<file path="src/rtl/adder_seq_ctrl.sv">
`default_nettype none
// +--------------------------------------------------------------------------+
// | Module      : adder_seq_ctrl (with helper adder_cla)                     |
// | Description : Multi-word sequential adder. Computes A + B + Cin over     |
// |               NWORDS cycles with a single 32-bit carry-lookahead adder,  |
// |               least significant word first, valid/ready on both sides.   |
// |               Optional macro ADDER_SEQ_SUB_EN adds sub_i (A - B).        |
// | Revision    : 1.0 - initial release                                      |
// +--------------------------------------------------------------------------+

// 32-bit carry-lookahead adder built from eight 4-bit lookahead groups.
module adder_cla (
  input  logic [31:0] a_i,
  input  logic [31:0] b_i,
  input  logic        c_i,
  output logic [31:0] s_o,
  output logic        c_o
);

  logic [31:0] w_p;
  logic [31:0] w_g;
  logic [31:0] w_c;
  logic [7:0]  w_bg;
  logic [7:0]  w_bp;
  logic [7:0]  w_bcin;

  assign w_p = a_i ^ b_i;
  assign w_g = a_i & b_i;

  for (genvar k = 0; k < 8; k++) begin : g_blk
    localparam int BASE = 4 * k;
    logic [3:0] w_lp;
    logic [3:0] w_lg;
    logic       w_ci;
    assign w_lp = w_p[BASE +: 4];
    assign w_lg = w_g[BASE +: 4];
    assign w_ci = w_bcin[k];
    // Carries inside the group are formed directly from the group carry-in.
    assign w_c[BASE]     = w_ci;
    assign w_c[BASE + 1] = w_lg[0] | (w_lp[0] & w_ci);
    assign w_c[BASE + 2] = w_lg[1] | (w_lp[1] & w_lg[0]) | (w_lp[1] & w_lp[0] & w_ci);
    assign w_c[BASE + 3] = w_lg[2] | (w_lp[2] & w_lg[1]) | (w_lp[2] & w_lp[1] & w_lg[0])
                         | (w_lp[2] & w_lp[1] & w_lp[0] & w_ci);
    assign w_bg[k] = w_lg[3] | (w_lp[3] & w_lg[2]) | (w_lp[3] & w_lp[2] & w_lg[1])
                   | (w_lp[3] & w_lp[2] & w_lp[1] & w_lg[0]);
    assign w_bp[k] = &w_lp;
  end

  // Group-level carry chain using each group's generate/propagate pair.
  always_comb begin
    logic carry;
    carry  = c_i;
    w_bcin = '0;
    for (int k = 0; k < 8; k++) begin
      w_bcin[k] = carry;
      carry     = w_bg[k] | (w_bp[k] & carry);
    end
    c_o = carry;
  end

  assign s_o = w_p ^ w_c;

endmodule

module adder_seq_ctrl #(
  parameter int NWORDS = 4
) (
  input  logic                   clk_i,
  input  logic                   rst_i,
`ifdef ADDER_SEQ_SUB_EN
  input  logic                   sub_i,
`endif
  input  logic                   in_valid_i,
  output logic                   in_ready_o,
  input  logic [32*NWORDS-1:0]   A_i,
  input  logic [32*NWORDS-1:0]   B_i,
  input  logic                   Cin_i,
  output logic                   out_valid_o,
  input  logic                   out_ready_i,
  output logic [32*NWORDS-1:0]   S_o,
  output logic                   Cout_o,
  output logic                   busy_o
);

  localparam int W    = 32 * NWORDS;
  localparam int IDXW = $clog2(NWORDS);

  typedef enum logic [1:0] {
    ST_IDLE = 2'd0,
    ST_RUN  = 2'd1,
    ST_DONE = 2'd2
  } state_t;

  state_t            state_q, state_d;
  logic [IDXW-1:0]   idx_q, idx_d;
  logic [W-1:0]      a_q;
  logic [W-1:0]      b_q;
  logic [W-1:0]      s_q;
  logic              carry_q;
  logic              cout_q;
  logic              sub_q;

  logic              w_sub_in;
  logic              w_accept;
  logic              w_last;
  logic              w_run;
  logic [31:0]       w_b_word;
  logic [31:0]       w_sum;
  logic              w_sum_co;

`ifdef ADDER_SEQ_SUB_EN
  assign w_sub_in = sub_i;
`else
  assign w_sub_in = 1'b0;
`endif

  assign in_ready_o  = (state_q == ST_IDLE) & ~rst_i;
  assign out_valid_o = (state_q == ST_DONE);
  assign busy_o      = (state_q == ST_RUN) | (state_q == ST_DONE);
  assign S_o         = s_q;
  assign Cout_o      = cout_q;

  assign w_accept = in_valid_i & in_ready_o;
  assign w_last   = (idx_q == IDXW'(NWORDS - 1));
  assign w_run    = (state_q == ST_RUN);

  // Subtraction feeds the one's complement of B; the initial carry supplies the +1.
  assign w_b_word = b_q[31:0] ^ {32{sub_q}};

  adder_cla u_adder (
    .a_i (a_q[31:0]),
    .b_i (w_b_word),
    .c_i (carry_q),
    .s_o (w_sum),
    .c_o (w_sum_co)
  );

  // State and word index registers.
  always_ff @(posedge clk_i or posedge rst_i) begin
    if (rst_i) begin
      state_q <= ST_IDLE;
      idx_q   <= '0;
    end else begin
      state_q <= state_d;
      idx_q   <= idx_d;
    end
  end

  // Next-state: one word per RUN cycle, hold in DONE until the result is taken.
  always_comb begin
    state_d = state_q;
    idx_d   = idx_q;
    case (state_q)
      ST_IDLE: begin
        if (w_accept) begin
          state_d = ST_RUN;
          idx_d   = '0;
        end
      end
      ST_RUN: begin
        if (w_last) state_d = ST_DONE;
        else        idx_d   = idx_q + 1'b1;
      end
      ST_DONE: begin
        if (out_ready_i) state_d = ST_IDLE;
      end
      default: begin
        state_d = ST_IDLE;
        idx_d   = '0;
      end
    endcase
  end

  // Operand capture, word shifting, carry chaining and result-word writes.
  always_ff @(posedge clk_i or posedge rst_i) begin
    if (rst_i) begin
      a_q     <= '0;
      b_q     <= '0;
      s_q     <= '0;
      carry_q <= 1'b0;
      cout_q  <= 1'b0;
      sub_q   <= 1'b0;
    end else if (w_accept) begin
      a_q     <= A_i;
      b_q     <= B_i;
      sub_q   <= w_sub_in;
      carry_q <= w_sub_in ? 1'b1 : Cin_i;
    end else if (w_run) begin
      // Operands shift down so the current word is always at the bottom.
      a_q     <= {32'd0, a_q[W-1:32]};
      b_q     <= {32'd0, b_q[W-1:32]};
      carry_q <= w_sum_co;
      // Only the word being computed is written so S_o keeps the previous result elsewhere.
      for (int k = 0; k < NWORDS; k++) begin
        if (idx_q == IDXW'(k)) s_q[32*k +: 32] <= w_sum;
      end
      if (w_last) cout_q <= w_sum_co;
    end
  end

endmodule
`default_nettype wire

</file>
<file path="config.mk">
export PLATFORM = sky130hd
export DESIGN_NAME = adder_seq_ctrl
export DESIGN_NICKNAME = d
export VERILOG_FILES = /design/src/rtl/adder_seq_ctrl.sv
export SDC_FILE = /design/constraint.sdc
export NUM_CORES = 1
export LEC_CHECK = 0
export CAP_MARGIN = 25
export CORE_MARGIN = 4
export CORE_UTILIZATION = 44
export CTS_CLUSTER_SIZE = 40
export DETAILED_ROUTE_END_ITERATION = 7
export MAX_ROUTING_LAYER = met4
export PLACE_DENSITY = 0.81
export SLEW_MARGIN = 40
export SYNTH_ARGS = -nofsm -noshare
export SYNTH_HDL_FRONTEND = slang
export SYNTH_HIERARCHICAL = 1
export SYNTH_SLANG_ARGS = --single-unit
export TNS_END_PERCENT = 100
</file>
<file path="constraint.sdc">
create_clock -name clk_i -period 13.25 [get_ports clk_i]
set_input_delay 1.9875 -clock clk_i [delete_from_list [all_inputs] [get_ports clk_i]]
set_output_delay 1.9875 -clock clk_i [all_outputs]
set_load 0.02 [all_outputs]
</file>
* Yosys cells after proc, flatten, opt, wreduce, memory -nomap -nowiden
Index checks and enable logic that the tools add are counted. W data, S select, Z words.
Storage, ports and cells: bits in registers 390, bits in latches 0, memory bits (writable) 0, memory bits (read-only) 0, bits of input ports 261, output and inout port bits 132, memories 0
Cells by class: $add $sub $neg 1, multiply operators 0, div/mod/pow operators 0, order comparisons 0, eq/ne operators 9, shift-type cells 0, mux-type cells 13, bitwise gates (word level) 209, reduce and logical (&&, ||, !) cells 17
Operators by type and width (number):
- $mux W128 | 4
- $and A1 B1 Y1 | 122
- $or A1 B1 Y1 | 81
- $xor A32 B32 Y32 | 2
- $and A32 B32 Y32 | 1
- $reduce_and A4 Y1 | 8
- $reduce_and A3 Y1 | 6
- $pmux W2 S3 | 2
- $mux W2 | 5
- $eq A2 B2 Y1 const B | 3
- $ne A2 B2 Y1 const B | 3
- $eq A2 B1 Y1 const B | 2
- $logic_not A2 Y1 | 2
- $not A1 Y1 | 3
- $add A2 B1 Y2 const B | 1
- $mux W1 | 2
- $ne A2 B1 Y1 const B | 1
- $reduce_bool A2 Y1 | 1

* Depth between registers and ports, before layout
depth in word-level cells 22, depth in mapped cells 10

* Modules after synthesis
Netlist, hierarchy kept.
Modules (own cells, without submodules):
- adder_seq_ctrl | instances 1, cells each 1420, area each 16676.0 um2, sequential area each 9759.4 um2
- adder_cla | instances 1, cells each 172, area each 1377.6 um2, sequential area each 0.0 um2

* Worst setup path before layout
Ideal clock, no wire load.
path type in2out, start point input port rst_i, end point output port in_ready_o, arrival 2292 ps, required time 11262 ps, slack 8971 ps, stages on the path 1, cell sequence nor2b_1
Between the ends: longest elaborated chain between the ends 2
Ends and longest elaborated chain:
- start: declaration | RTL line 69 | input logic rst_i,
- $not A1 Y1 | RTL line 117 | assign in_ready_o = (state_q == ST_IDLE) & ~rst_i;
- $and A1 B1 Y1 | RTL line 117
- end: declaration | RTL line 74 | output logic in_ready_o,
No other way between the ends.

* Final worst setup path
Ends and elaborated chain as after synthesis.

==> run_results.csv <==
group,metric,value,unit
outcome,outcome,"completed",
routing,drtIter0Drc,891,
global_route,grt_pass1_vias,13942,
worst_hold_path,holdPathEnd,"S_o[29]",
critical_path,cpMostUsedCell,"clkdlybuf4s50_1",
critical_path,crit_path_end_kind,"primary output",
clock_tree,cts_tree,"built",
critical_path,required,11260,ps
global_route,overflow,0,
critical_path,r2r_cells,10,
layout,final_nets,2252,
logic_synthesis,postSynthCellCount,1592,
logic_synthesis,syn_nets,1900,
die,core-area,40190,um^2
logic_synthesis,avgSynthCellArea,11.34,um^2
routing,dr_wl_met2,23620,um
critical_path,critical_path_class,"in2out",
sta,worstMarginPinSlew,807.2,ps
worst_hold_path,min-delay-start,"S_o[29]",
logic_synthesis,muxShareOfSynthArea,19.54,%
sta,period_minus_slack,5380,ps
layout,fin_area,23730,um^2
clock_tree,hold_buffers,0,
sta,setup_viol,0,
die,chipWidth,210.6,um
clock_tree,numCtsBuffers,42,
logic_synthesis,synthArstFlopShare,100.0,%
routing,firstDrtPassIters,7,
global_route,grt_pass1_wl,79040,um
logic_synthesis,synth_edf_count,0,
die,die_area,44340,um^2
logic_synthesis,synth_flop_cell,"dfrtp_1",
critical_path,r2r_slack,9750,ps
logic_synthesis,synthesis.area,18050,um^2
sta,finClkSkew,17.25,ps
routing,via_count,13310,
critical_path,path_cells,"clkdlybuf4s50_1 > nor2b_1 > clkdlybuf4s50_1",
layout,n_fill_cell,3220,
critical_path,r2r_start,"b_q[9]",
die,ioPinCount,393,
clock_tree,cts.clk_slew.worst_paths,60,ps
sta,slew_viol_final,0,
critical_path,cp_max_fo,5,
logic_synthesis,synth.distinct_cells,51,
clock_tree,htreeDepth,2,
power_and_ir_drop,p_int,0.003665,W
global_route,grt_max_degree,146,
critical_path,start_kind,"primary input",
sta,rsz0062_at_grt,"false",
routing,wirelength,50640,um
logic_synthesis,ys.warnings.count,6,
sta,final-hold-violation-count,0,
flow_run,maxCapViolations,0,
power_and_ir_drop,power.density,251.5,nW/um^2
logic_synthesis,yosys.area_share.simple,11.08,%
logic_synthesis,ys_seq_area_share,54.06,%
logic_synthesis,synthAdderAreaFrac,3.590,%
routing,drt_drc_violations_left,0,
critical_path,slowest_stage,"clkdlybuf4s50_1",
power_and_ir_drop,p_clk_share,19.6,%
place,io_buffers,392,
routing,avgViaCountPerCell,5.320,
layout,drive_gt1_share,11.36,%
power_and_ir_drop,power.leakage,10.35,nW
clock_tree,ctsRootBufferMaster,"clkbuf_16",
place,dp_hpwl,36140,um
sta,max_freq,185.9,MHz
routing,met1Wirelength,22880,um
clock_tree,postCtsResizedCells,0,
clock_tree,insertion_delay,550,ps
die,row_count,73,
sta,finalCritPeriodShare,40.60,%
sta,worst_slew_margin_rel,46.19,%
sta,fin_tns_setup,0,ps
routing,top_layer,"met4",
global_route,antenna_found_initial,5,
clock_tree,clockBufferDepth,3,
worst_hold_path,hp-class,"reg2reg",
layout,areaGrowthSynthToFinish,31.42,%
routing,final_antenna_net_count,0,
place,dpl_cell_area,22310,um^2
routing,routedWlPerCell,20.24,um
logic_synthesis,synth-seq-cells,390,
critical_path,regToRegEndpoint,"S_o[61]",
logic_synthesis,synth_xor_xnor_area_share,1.116,%
critical_path,cpPeakStageDelay,620,ps
worst_hold_path,min_path_cells,1,
clock_tree,clock_sinks,390,
global_route,grt.total_usage,23.07,%
die,floorplan.initialDensity,44.92,%
logic_synthesis,synth_top_family_by_area,"multiplexers",
power_and_ir_drop,sequentialPowerShare,35.7,%
clock_tree,cts_setup_buffers,0,
place,place_congestion,0.8734,
power_and_ir_drop,p_sw_share,38.57,%
routing,wl_met3,2882,um
power_and_ir_drop,p_comb_share,44.7,%
critical_path,arrival,3390,ps
power_and_ir_drop,switchingPower,0.002302,W
die,die_y,210.6,um
logic_synthesis,synth_compound_area_share,7.339,%
power_and_ir_drop,peakVddDrop,0.1060,mV
## cells in the mapped netlist, types with 6 or more instances
library cell	instances	area, um^2
o21ai_0	160	800.8
clkbuf_2	6	30.03
nor2_1	12	45.04
clkbuf_1	27	101.4
ha_1	39	488.0
buf_6	6	67.56
buf_2	46	230.2
xor2_1	13	113.9
clkbuf_4	6	45.04
nand3b_1	65	488.0
fa_1	8	160.2
mux2_4	30	450.4
o21ai_1	41	205.2
inv_1	15	56.30
xnor2_1	10	87.58
dfrtp_1	390	9759
buf_4	8	60.06
nand2_1	343	1287
nor2b_1	6	37.54
a21oi_1	18	90.09
mux2i_1	195	1952
mux2_2	100	1126
## state kept, by name (all words and copies together), names as in the netlist
name     flops
a_q        128
S_o        128
b_q        128
carry_q      1
state_q      2
idx_q        2
Cout_o       1
## per-layer routing
metal | global-route usage [%] | vias up
met4 | 7.221 | 0
li1 | - | 6198
met1 | 32.10 | 6542
met2 | 35.63 | 487
met3 | 3.036 | 83
met5 | - | -
## layout by cell type, fill, tap and decap left out, drive strengths merged, types with 2 or more instances in the layout
| master | Yosys | routed |
|---|---|---|
| clkdlybuf4s50 | 0 | 392 |
| dfrtp | 390 | 390 |
| nand2 | 343 | 343 |
| o21ai | 202 | 202 |
| mux2i | 195 | 195 |
| mux2 | 130 | 130 |
| nand3b | 65 | 65 |
| clkbuf | 39 | 65 |
| ha | 39 | 39 |
| a21oi | 19 | 19 |
| inv | 15 | 16 |
| buf | 60 | 14 |
| xor2 | 13 | 13 |
| nor2 | 12 | 12 |
| xnor2 | 10 | 10 |
| fa | 8 | 8 |
| nor2b | 6 | 6 |
| clkinv | 0 | 6 |
| diode | 0 | 5 |
| o21bai | 5 | 5 |
| a21o | 5 | 5 |
| nand3 | 4 | 4 |
| a31oi | 4 | 4 |
| nor3 | 3 | 3 |
| nand4 | 3 | 3 |
| a211oi | 2 | 2 |
| a31o | 2 | 2 |
| and3 | 2 | 2 |
| or2 | 2 | 2 |
## stage by stage
stage	setup WS [ps]	hold WS [ps]	util [%]	instances	power, W
floorplan	421.6	479.2	-	1592	0.003749
global placement	7910	486.7	55.33	2423	0.004630
detailed placement	7878	492.3	55.51	2425	0.004776
CTS	7874	505.7	58.97	2497	0.005994
global route	7791	513.7	59.03	2502	0.006336
finish	7870	501.4	59.03	2502	0.005967
## final cells by class
type                    instances  area, um^2  area share, %
diodes                          5       12.51        0.05274
clock buffers                  64        1318          5.553
clock inverters                 8       72.57         0.3059
inverters                      15       63.81         0.2690
multi-input cells            1088        7725          32.56
flip-flops and latches        390        9759          41.13
well taps                     525       656.9          2.769
repair buffers                407        4118          17.36
## worst max-delay path, delay by kind of cell
family	cells	cell delay [ps]
buf+inv	2	1200
simple gates	1	200
## worst max-delay path by stage
stage               startpoint          to  slack (ps)  cells after the start
finish                   rst_i  in_ready_o        7870                      3
floorplan                rst_i      Cout_o         420                      1
global route             rst_i  in_ready_o        7790                      3
CTS                      rst_i  in_ready_o        7870                      3
detailed placement       rst_i  in_ready_o        7880                      3
global placement         rst_i  in_ready_o        7910                      3
## cell families (layout without fill, tap and decap cells)
logic type	Yosys count	after routing
buffers and inverters	114	494
muxes	325	325
DFF	390	390
and+or+nand+nor	447	447
adders and majority gates	47	47
xor gates and xnor gates	23	23
AOI/OAI and AO/OA	246	246
other	0	5
## power groups by stage
stage | Combinational, W | Clock (W) | Sequential (W)
final | 0.00267 | 0.00117 | 0.00213
after global routing | 0.00290 | 0.00124 | 0.00219
after CTS | 0.00267 | 0.00120 | 0.00213
after detailed placement | 0.00264 | 0 | 0.00214
after global placement | 0.00252 | 0 | 0.00211
after floorplan | 0.00155 | 0 | 0.00220
(Power assumes the default switching activity.)
